===== config.mk =====
export PLATFORM = sky130hd
export DESIGN_NAME = ram_16r1w_wr_ctrl
export DESIGN_NICKNAME = d
export VERILOG_FILES = /design/src/rtl/ram_16r1w_wr_ctrl.sv
export SDC_FILE = /design/constraint.sdc
export NUM_CORES = 1
export LEC_CHECK = 0
export ABC_AREA = 1
export BUFFER_PORTS_ARGS = -buffer_cell sky130_fd_sc_hd__buf_2
export CORE_MARGIN = 4
export CORE_UTILIZATION = 53
export DETAILED_ROUTE_END_ITERATION = 8
export HOLD_SLACK_MARGIN = 0.12
export PLACE_DENSITY_LB_ADDON = 0.05
export SYNTH_ARGS = -nofsm -noshare
export SYNTH_HDL_FRONTEND = slang
export SYNTH_SLANG_ARGS = --single-unit
export TNS_END_PERCENT = 20

===== constraint.sdc =====
create_clock -name clk -period 4.3 [get_ports clk]
set_input_delay 0.86 -clock clk [delete_from_list [all_inputs] [get_ports clk]]
set_output_delay 0.86 -clock clk [all_outputs]
set_load 0.1 [all_outputs]

===== src/rtl/ram_16r1w_wr_ctrl.sv =====
// Write-port controller for a 16-read/1-write RAM.
// Clears the array after reset or on request, then arbitrates two writers.
module ram_16r1w_wr_ctrl #(
  parameter int BLOCKSIZE = 10,
  localparam int AW = BLOCKSIZE + 1,
  localparam int DEPTH = 2 ** AW
) (
  input  logic          clk,
  input  logic          rst,
  input  logic          clr_req,
  input  logic          a_valid,
  input  logic [AW-1:0] a_addr,
  input  logic [31:0]   a_data,
  output logic          a_ready,
  input  logic          b_valid,
  input  logic [AW-1:0] b_addr,
  input  logic [31:0]   b_data,
  output logic          b_ready,
  output logic [AW-1:0] w_addr_1,
  output logic [31:0]   w_din_1,
  output logic          w_enb_1,
  output logic          busy,
  output logic [15:0]   wr_cnt
);

  typedef enum logic {
    INIT = 1'b0,
    RUN  = 1'b1
  } state_t;

  localparam logic [AW-1:0] LAST = AW'(DEPTH - 1);

  state_t        state;
  logic [AW-1:0] clr_ptr;
  logic          last_b;
  logic          open;

  assign busy = (state == INIT);
  assign open = (state == RUN) && !clr_req;

  // Round-robin grant: on contention the side not served last wins.
  always_comb begin
    a_ready = 1'b0;
    b_ready = 1'b0;
    if (open) begin
      a_ready = a_valid && (!b_valid || last_b);
      b_ready = b_valid && (!a_valid || !last_b);
    end
  end

  // Clear sequencing, write-port registers, grant history and write count.
  always_ff @(posedge clk or negedge rst) begin
    if (!rst) begin
      state    <= INIT;
      clr_ptr  <= '0;
      last_b   <= 1'b1;
      w_enb_1  <= 1'b0;
      w_addr_1 <= '0;
      w_din_1  <= '0;
      wr_cnt   <= '0;
    end else begin
      unique case (state)
        INIT: begin
          w_enb_1  <= 1'b1;
          w_addr_1 <= clr_ptr;
          w_din_1  <= '0;
          clr_ptr  <= clr_ptr + 1'b1;
          if (clr_ptr == LAST) state <= RUN;
        end
        RUN: begin
          w_enb_1 <= 1'b0;
          if (clr_req) begin
            state   <= INIT;
            clr_ptr <= '0;
          end else if (a_ready || b_ready) begin
            w_enb_1  <= 1'b1;
            w_addr_1 <= a_ready ? a_addr : b_addr;
            w_din_1  <= a_ready ? a_data : b_data;
            last_b   <= b_ready;
            if (wr_cnt != 16'hFFFF) wr_cnt <= wr_cnt + 16'd1;
          end
        end
        default: state <= INIT;
      endcase
    end
  end

endmodule


==> results.toml, run 1 <==
[finish]
drive_above_1_share = 0.267
num-fill-cells = 616
nets = 758
syn2layout_area_growth_pct = 26.1
diodes = 0

[placed_design]
io_buffers = 153
hpwl_mm = 7.63
place.gp.congestion = 0.816
pre_cts_ws_ns = 1.28

[synth]
syn_inst = 524
postSynthAreaPerCell_um2 = 7.39
syn_area_mm2 = 0.00387
synth_warnings = 0
yosysTopAreaCell = "dfrtp_1"
yosys-top-cells-area = "dfrtp_1 (47%), nand2_1 (11%), o21ai_1 (8.7%)"
synth_top_area_frac = 0.466
synthesis.nets = 617
ys_types = 25
ys_ff_latch = 73
ys_seq_area_frac = 0.472

[grt]
grt_pass1_wl_mm = 17.9
grt_max_degree = 74
track_usage = 0.254
antenna_found_initial = 0
grt_pass1_vias = 3854
grt_overflow = 0

[critical_path]
worstPathCellList = "buf_2 > nand2_1 > nand3_2 > inv_2 > buf_12"
arrival_ns = 2.19
crit_slowest_cell = "inv_2"
end_kind = "output port"
crit_type = "in -> out"
reg2reg_depth = 8
worstSetupStartpointType = "primary input"
required_ns = 3.44
max_stage_delay_ns = 0.47
path_max_fanout = 33

[clocking]
postCtsSetupBuffers = 0
cts_tree = "built"
cts_resized = 0
root_buffer = "clkbuf_8"
clkTransAtPathRegs_ns = 0.07
h-tree-depth = 3
hold_buffers = 0
clock-sinks = 73
clockBufferDepth = 2
clock_latency_ns = 0.33
cts_buffers = 9

[sta]
hold_viol_final = 0
drv_slew = 0
skew_ns = 0.00749
max_slew_margin = 0.377
fmax_mhz = 328
rsz0062_at_grt = "false"
period_share = 0.708
tightest_slew_ns = 0.935
fin_ws_ns = 1.25
fin_tns_setup_ns = 0
setup_viol = 0
fin_crit_ns = 3.05

[pwr]
leakagePower_uw = 0.00265
sw_frac_of_total = 0.422
power-per-cell-area_mw_per_mm2 = 428
p_clk_frac = 0.249
combPwrFrac = 0.338
intPower_uw = 1210
switchingPower_uw = 882
ir_worst_vdd_mv = 0.191
power_frac_seq = 0.413

[hold_path]
hold_path_depth = 2
hold_path.class = "reg -> reg"

[die]
die_w_um = 93.5
fp.dieH_um = 93.5
core_mm2 = 0.00694
initial_utilization = 0.557
dieArea_mm2 = 0.00873
rows = 30
ios = 154

[outcome]
run_status = "completed"

[job]
drv_cap = 0

[detailed_routing]
first_pass_iters = 4
antenna_left = 0
drc_errors = 0
totalWireLength_mm = 10.7
avgRoutedWirePerCell_um = 14.0
initialDrtViolationCount = 206
vias = 3975
vias_per_cell = 5.19
## stage by stage
| stage | util | hold WS [ns] | instances | power (µW) | cell area [µm²] |
|---|---|---|---|---|---|
| 2_1_floorplan | - | 0.480 | 524 | 1410 | 3870 |
| 4_1_cts | 0.703 | 0.515 | 766 | 2100 | 4880 |
| 3_3_place_gp | 0.675 | 0.492 | 750 | 1570 | 4690 |
| 5_1_grt | 0.703 | 0.546 | 766 | 2200 | 4880 |
| 6_report | 0.703 | 0.510 | 766 | 2090 | 4880 |
| 3_5_place_dp | 0.675 | 0.496 | 750 | 1580 | 4690 |
## worst max-delay path, delay by kind of cell
kind,cells,cell delay (ns)
buf+inv,3,0.84
simple gates,2,0.47
## cell families after synthesis
group / synth area share
AOI/OAI and AO/OA: 0.130
xor gates and xnor gates: 0.0158
adders and majority gates: 0.00647
buffers and inverters: 0.0837
DFF: 0.472
and+or+nand+nor: 0.292
## power by group through the flow
stage | Clock [µW] | Sequential (µW) | Combinational (µW)
6_report | 519 | 862 | 706
5_1_grt | 561 | 879 | 761
4_1_cts | 530 | 861 | 712
3_5_place_dp | 0 | 874 | 706
3_3_place_gp | 0 | 869 | 698
2_1_floorplan | 0 | 1230 | 177
## metal layers
layer / wire length (µm) / global-route usage / share of wire / vias to the layer above
met1: 4680 / 0.332 / 0.44 / 1827
met5: 0 / 0 / 0 / -
met3: 779 / 0.0579 / 0.073 / 11
li1: - / - / - / 1989
met4: 114 / 0.0842 / 0.011 / 0
met2: 5170 / 0.418 / 0.48 / 148
## area by class of cell
| type | count | area, µm² | share of cell area |
|---|---|---|---|
| well taps | 96 | 120 | 0.0246 |
| clock buffers | 15 | 186 | 0.0382 |
| clock inverters | 1 | 7.51 | 0.00154 |
| inverters | 57 | 214 | 0.0438 |
| repair buffers | 156 | 806 | 0.165 |
| multi-input cells | 368 | 1720 | 0.352 |
| flip-flops and latches | 73 | 1830 | 0.375 |
## cells in the mapped netlist
master    number
nand2_1      111
dfrtp_1       72
o21ai_1       67
nor2_1        66
nand3_1       60
inv_1         54
nand4_1       16
o21ai_0       16
a21oi_1       14
clkbuf_1      11
buf_2         10
buf_1          5
xnor2_1        4
inv_2          3
xor2_1         3
ha_1           2
nor3_1         2
dfstp_2        1
nand2_2        1
nand3_2        1
nand3b_1       1
nor2_4         1
nor2_8         1
o211ai_1       1
o21ai_2        1
## cell usage in the layout, fill, tap and decap left out, drive strengths merged
cell      synthesis  final
buf              15    156
xnor2             4      4
dfstp             1      1
nor3              2      2
o211ai            1      1
a21oi            14     14
nand4            16     16
xor2              3      3
dfrtp            72     72
nand3            61     61
nor2             68     68
inv              57     57
nand2           112    112
clkbuf           11     15
ha                2      2
clkinvlp          0      1
o21ai            84     84
nand3b            1      1
## final timing paths
check,start,end,slack (ns)
max,b_valid,a_ready,1.25
min,w_din_1[2],w_din_1[2],0.51
max reg2reg,state,wr_cnt[6],1.96
min reg2reg,w_din_1[2],w_din_1[2],0.51
max in group asynchronous,rst,w_din_1[29],3.02
min in group asynchronous,rst,w_addr_1[2],0.66
## state kept, by name, indices dropped and copies added (netlist names)
signal    count
state         1
clr_ptr      11
last_b        1
w_din_1      32
w_addr_1     11
w_enb_1       1
wr_cnt       16
(Power assumes the default switching activity.)
==> inputs of run 2 (changes only) <==
--- a/config.mk
+++ b/config.mk
@@ -8,7 +8,7 @@
 export ABC_AREA = 1
 export BUFFER_PORTS_ARGS = -buffer_cell sky130_fd_sc_hd__buf_2
 export CORE_MARGIN = 4
-export CORE_UTILIZATION = 53
+export CORE_UTILIZATION = 49
 export DETAILED_ROUTE_END_ITERATION = 8
 export HOLD_SLACK_MARGIN = 0.12
 export PLACE_DENSITY_LB_ADDON = 0.05
==> constraint.sdc (replaced) <==
create_clock -name clk -period 3.1 [get_ports clk]
set_input_delay 0.62 -clock clk [delete_from_list [all_inputs] [get_ports clk]]
set_output_delay 0.62 -clock clk [all_outputs]
set_load 0.1 [all_outputs]
==> run 2 against run 1 <==
Net effect:
- global-route usage down 2.2 points
- setup slack worse by 0.48 ns
- sequential share of layout area decreased by 0.55 points
- design area grew 1.5%
- die area rose by 7.5%
- critical path depth stayed put
- clock power rose by 66%
- non-clock buffer count rose by 1
==> results.toml, run 2 (synthesis results as in run 1) <==
[sta]
rsz0062_at_grt = "false"
drv_slew = 0
setup_viol = 0
max_slew_margin = 0.399
hold_viol_final = 0
tightest_slew_ns = 0.902
period_share = 0.751
fmax_mhz = 429
fin_tns_setup_ns = 0
fin_crit_ns = 2.33
skew_ns = 0.0113

[grt]
grt_max_degree = 74
antenna_found_initial = 0
grt_pass1_wl_mm = 18.1
grt_pass1_vias = 3833
grt_overflow = 0
track_usage = 0.232

[pwr]
intPower_uw = 1790
leakagePower_uw = 0.00267
ir_worst_vdd_mv = 0.262
switchingPower_uw = 1240
combPwrFrac = 0.320
p_clk_frac = 0.285
sw_frac_of_total = 0.410
power_frac_seq = 0.395
power-per-cell-area_mw_per_mm2 = 611

[detailed_routing]
vias = 3933
drc_errors = 0
first_pass_iters = 4
avgRoutedWirePerCell_um = 13.9
antenna_left = 0
vias_per_cell = 5.09
totalWireLength_mm = 10.7
initialDrtViolationCount = 145

[clocking]
cts_resized = 0
clock-sinks = 73
postCtsSetupBuffers = 0
hold_buffers = 0
h-tree-depth = 3
clkTransAtPathRegs_ns = 0.09
cts_buffers = 9
cts_tree = "built"
clock_latency_ns = 0.34
root_buffer = "clkbuf_8"
clockBufferDepth = 2

[finish]
regMostFlops = "w_din_1"
finalInstanceArea_mm2 = 0.00495
diodes = 0
drive_above_1_share = 0.271
top_regs = "w_din_1: 32 flops, wr_cnt: 16 flops"
nets = 759
num-fill-cells = 732
final_cell_mix = "buf_2 (150), nand2_1 (111), dfrtp_1 (72)"
layout_commonest_cell = "buf_2"
largest_register_ffs = 32
syn2layout_area_growth_pct = 28.0

[placed_design]
placed_cell_area_mm2 = 0.00472
place.gp.congestion = 0.843
hpwl_mm = 7.56
io_buffers = 153

[die]
dieArea_mm2 = 0.00938
ios = 154
die_w_um = 96.9
rows = 32
initial_utilization = 0.503
fp.dieH_um = 96.9
core_mm2 = 0.00769

[critical_path]
crit_type = "reg -> out"
reg2reg_depth = 7
end_kind = "output port"
reg2reg_to = "wr_cnt[2]"
path_max_fanout = 12
reg2reg_slack_ns = 0.83
required_ns = 2.48
reg2reg_from = "state"
worstSetupStartpointType = "flip-flop"
arrival_ns = 1.71

[hold_path]
hold_path.class = "in -> async"

[outcome]
run_status = "completed"

[job]
drv_cap = 0
-- run 2: cell types whose count changed in the layout (fill, tap and decap cells not counted) --
cell	previous run	this run
buf_12	1	2
buf_2	151	150
buf_4	4	5
bufinv_16	0	2
clkbuf_1	2	0
clkbuf_8	13	11
clkinv_2	0	2
o21ai_2	1	0
o21ai_4	0	1
-- run 2: per-layer routing --
layer / vias to the layer above / track usage / share of wire
met5: - / 0 / 0
li1: 1990 / - / -
met2: 120 / 0.374 / 0.47
met4: 0 / 0.0713 / 0.0099
met3: 9 / 0.0584 / 0.069
met1: 1814 / 0.309 / 0.45
-- run 2: layout make-up --
| type | count | area, µm² | share of cell area |
|---|---|---|---|
| clock buffers | 11 | 151 | 0.0306 |
| clock inverters | 5 | 77.6 | 0.0157 |
| inverters | 57 | 214 | 0.0432 |
| multi-input cells | 368 | 1730 | 0.348 |
| flip-flops and latches | 73 | 1830 | 0.369 |
| well taps | 102 | 128 | 0.0258 |
| repair buffers | 157 | 828 | 0.167 |
-- run 2: worst max path at each step --
| stage | from | endpoint | slack (ns) | cells past startpoint |
|---|---|---|---|---|
| floorplan | clr_req | b_ready | 0.70 | 4 |
| global placement | a_valid | wr_cnt[5] | 0.66 | 6 |
| detailed placement | clr_req | wr_cnt[2] | 0.59 | 7 |
| CTS | last_b | a_ready | 0.76 | 5 |
| global route | state | wr_cnt[6] | 0.57 | 7 |
| finish | last_b | a_ready | 0.77 | 5 |
-- run 2: power groups by stage --
| stage | Sequential, µW | Clock (µW) | Combinational (µW) |
|---|---|---|---|
| 2_1_floorplan | 1710 | 0 | 245 |
| 3_3_place_gp | 1210 | 0 | 962 |
| 6_report | 1200 | 861 | 969 |
| 4_1_cts | 1200 | 875 | 976 |
| 3_5_place_dp | 1210 | 0 | 972 |
| 5_1_grt | 1220 | 921 | 1030 |
-- run 2: critical path: stages (launching register included) --
cell and delay (ns):
dfstp_2 0.52, inv_1 0.05, nand2_1 0.35, nand3_2 0.15
inv_2 0.12, buf_12 0.18
-- run 2: per-stage QoR --
stage                     instances  utilization  worst slack [ns]  hold WS, ns  total power, µW
after global placement          757        0.614             0.662        0.496             2170
final                           773        0.644             0.772        0.387             3030
after detailed placement        757        0.614             0.592        0.502             2190
after CTS                       773        0.644             0.756        0.444             3050
after floorplan                 524            -             0.699        0.324             1960
after global routing            773        0.644             0.573        0.474             3170
==> inputs of run 3 (changes only) <==
--- a/config.mk
+++ b/config.mk
@@ -5,10 +5,10 @@
 export SDC_FILE = /design/constraint.sdc
 export NUM_CORES = 1
 export LEC_CHECK = 0
-export ABC_AREA = 1
+export ABC_AREA = 0
 export BUFFER_PORTS_ARGS = -buffer_cell sky130_fd_sc_hd__buf_2
 export CORE_MARGIN = 4
-export CORE_UTILIZATION = 49
+export CORE_UTILIZATION = 48
 export DETAILED_ROUTE_END_ITERATION = 8
 export HOLD_SLACK_MARGIN = 0.12
 export PLACE_DENSITY_LB_ADDON = 0.05
==> constraint.sdc (replaced) <==
create_clock -name clk -period 2.2 [get_ports clk]
set_input_delay 0.44 -clock clk [delete_from_list [all_inputs] [get_ports clk]]
set_output_delay 0.44 -clock clk [all_outputs]
set_load 0.1 [all_outputs]
==> run 3 against run 2 <==
Net effect:
- combinational power up 9%
- clock power up 9.1%
- synthesized area decreased by 4.9%
- global-route usage fell by 2.9 points
- critical path type unchanged
- critical endpoint is now b_ready
==> results.toml, run 3 <==
[outcome]
run_status = "completed"

[finish]
post-route-util = 0.644
layout_commonest_cell = "buf_2"
top_regs = "w_din_1: 32 flops, wr_cnt: 16 flops"
final_cell_mix = "buf_2 (150), dfrtp_1 (66), mux2i_1 (46)"
drive_above_1_share = 0.391
nets = 592
largest_register_ffs = 32
diodes = 0
syn2layout_area_growth_pct = 29.0
regMostFlops = "w_din_1"

[sta]
skew_ns = 0.0114
period_share = 0.919
setup_viol = 0
fin_crit_ns = 2.02
fmax_mhz = 495
rsz0062_at_grt = "false"
fin_ws_ns = 0.179
fin_tns_setup_ns = 0
tightest_slew_ns = 0.544
max_slew_margin = 0.636
drv_slew = 0
hold_viol_final = 0

[critical_path]
crit_type = "reg -> out"
path_max_fanout = 9
end_kind = "output port"
arrival_ns = 1.58
worstSetupStartpointType = "flip-flop"
required_ns = 1.76

[synth]
ys_seq_area_frac = 0.497
synthArstFlopShare = 1.00
synthesis.nets = 438
ys_ff_latch = 73
synth_warnings = 0
synth-edff-count = 0
syn_area_mm2 = 0.00368
yosysTopAreaCell = "dfrtp_1"
synthTopCellsByCount = "dfrtp_1 (72), mux2i_1 (46), nand3_1 (41)"
ys.flop_type = "dfrtp_1"
yosys.cell_count.top_type = "dfrtp_1"
synth_top_area_frac = 0.489
yosys-top-cells-area = "dfrtp_1 (49%), mux2i_1 (13%), nand3_1 (5.6%)"
syn_inst = 345
ys_types = 48
postSynthAreaPerCell_um2 = 10.7

[clocking]
cts_buffers = 9
hold_buffers = 1
cts_tree = "built"
clock-sinks = 73
h-tree-depth = 3
clockBufferDepth = 2
postCtsSetupBuffers = 0
cts_resized = 0
clkTransAtPathRegs_ns = 0.08
root_buffer = "clkbuf_8"
clock_latency_ns = 0.34

[grt]
track_usage = 0.203
antenna_found_initial = 0
grt_pass1_wl_mm = 14.5
grt_pass1_vias = 3041
grt_max_degree = 65
grt_overflow = 0

[detailed_routing]
avgRoutedWirePerCell_um = 14.8
antenna_left = 0
first_pass_iters = 4
totalWireLength_mm = 8.90
initialDrtViolationCount = 99
vias = 3130
vias_per_cell = 5.19
drc_errors = 0

[job]
drv_cap = 0

[pwr]
combPwrFrac = 0.291
ir_worst_vdd_mv = 0.363
leakagePower_uw = 0.00226
intPower_uw = 2230
sw_frac_of_total = 0.389
power_frac_seq = 0.452
power-per-cell-area_mw_per_mm2 = 768
switchingPower_uw = 1420
p_clk_frac = 0.258
power_uw = 3650

[die]
ios = 154
fp.dieH_um = 95.6
die_w_um = 95.6
dieArea_mm2 = 0.00913
initial_utilization = 0.499
core_mm2 = 0.00737
rows = 31

[placed_design]
place.gp.congestion = 0.844
io_buffers = 153
hpwl_mm = 6.62
pre_cts_ws_ns = 0.290

[hold_path]
hold_path.class = "in -> reg"
[run 3: cell count changes after synthesis, sizes merged, moves of 4 or more]
cell	change
nor4	+4
o21ai	-34
xor2	+4
a2bb2oi	+9
nor2	-60
inv	-54
nand2	-83
a31oi	+5
nand3	-20
nand4	-11
mux2i	+46
buf	-7
a21oi	-11
[run 3: through the flow]
stage / area, µm² / hold slack (ns) / cells
after global placement: 4570 / 0.409 / 586
after global routing: 4750 / 0.363 / 603
after floorplan: 3690 / 0.144 / 345
after detailed placement: 4570 / 0.416 / 586
after CTS: 4750 / 0.360 / 603
final: 4750 / 0.369 / 603
[run 3: kinds of logic after synthesis]
kind of cell | Yosys count | share of synthesized area
compound gates | 76 | 0.123
xor+xnor | 13 | 0.0309
fa+ha+maj | 2 | 0.00680
buf+inv | 25 | 0.0510
flops | 73 | 0.497
mux | 49 | 0.134
simple gates | 107 | 0.157
[run 3: critical path: stages, from the launching register on]
cell,delay (ns)
dfrtp_2,0.45
nor2b_4,0.18
buf_4,0.18
nand2_1,0.08
a21oi_2,0.17
buf_12,0.20
[run 3: per-layer routing]
metal  part of all wire  vias to the layer above  track usage
met2               0.48                      102        0.321
met5                  0                        -            0
met4              0.011                        0       0.0604
met1               0.44                     1460        0.274
li1                   -                     1559            -
met3              0.066                        9       0.0521
[run 3: cell type report]
class | instances | area (µm²)
Clock buffer | 13 | 159
Clock inverter | 3 | 15.0
Fill cell | 649 | 2620
Inverter | 3 | 11.3
Multi-Input combinational cell | 247 | 1680
Sequential cell | 73 | 1840
Tap cell | 99 | 124
Timing Repair Buffer | 165 | 928
[run 3: worst paths after layout]
path,from,end,slack (ns),cells after the start
worst min register to register,clr_ptr[10],clr_ptr[10],0.49,1
min in group asynchronous,rst,wr_cnt[12],0.58,2
max in group asynchronous,rst,wr_cnt[4],1.04,3
worst min-delay path,b_data[5],w_din_1[5],0.37,3
worst max register to register,wr_cnt[0],wr_cnt[10],0.26,5
worst max-delay path,state,b_ready,0.18,5
[run 3: power by group through the flow]
stage	Sequential, µW	Combinational [µW]	Clock [µW]
after CTS	1650	1070	965
after detailed placement	1670	1070	0
after global routing	1670	1130	1030
after floorplan	2210	254	0
final	1650	1060	939
after global placement	1670	1060	0
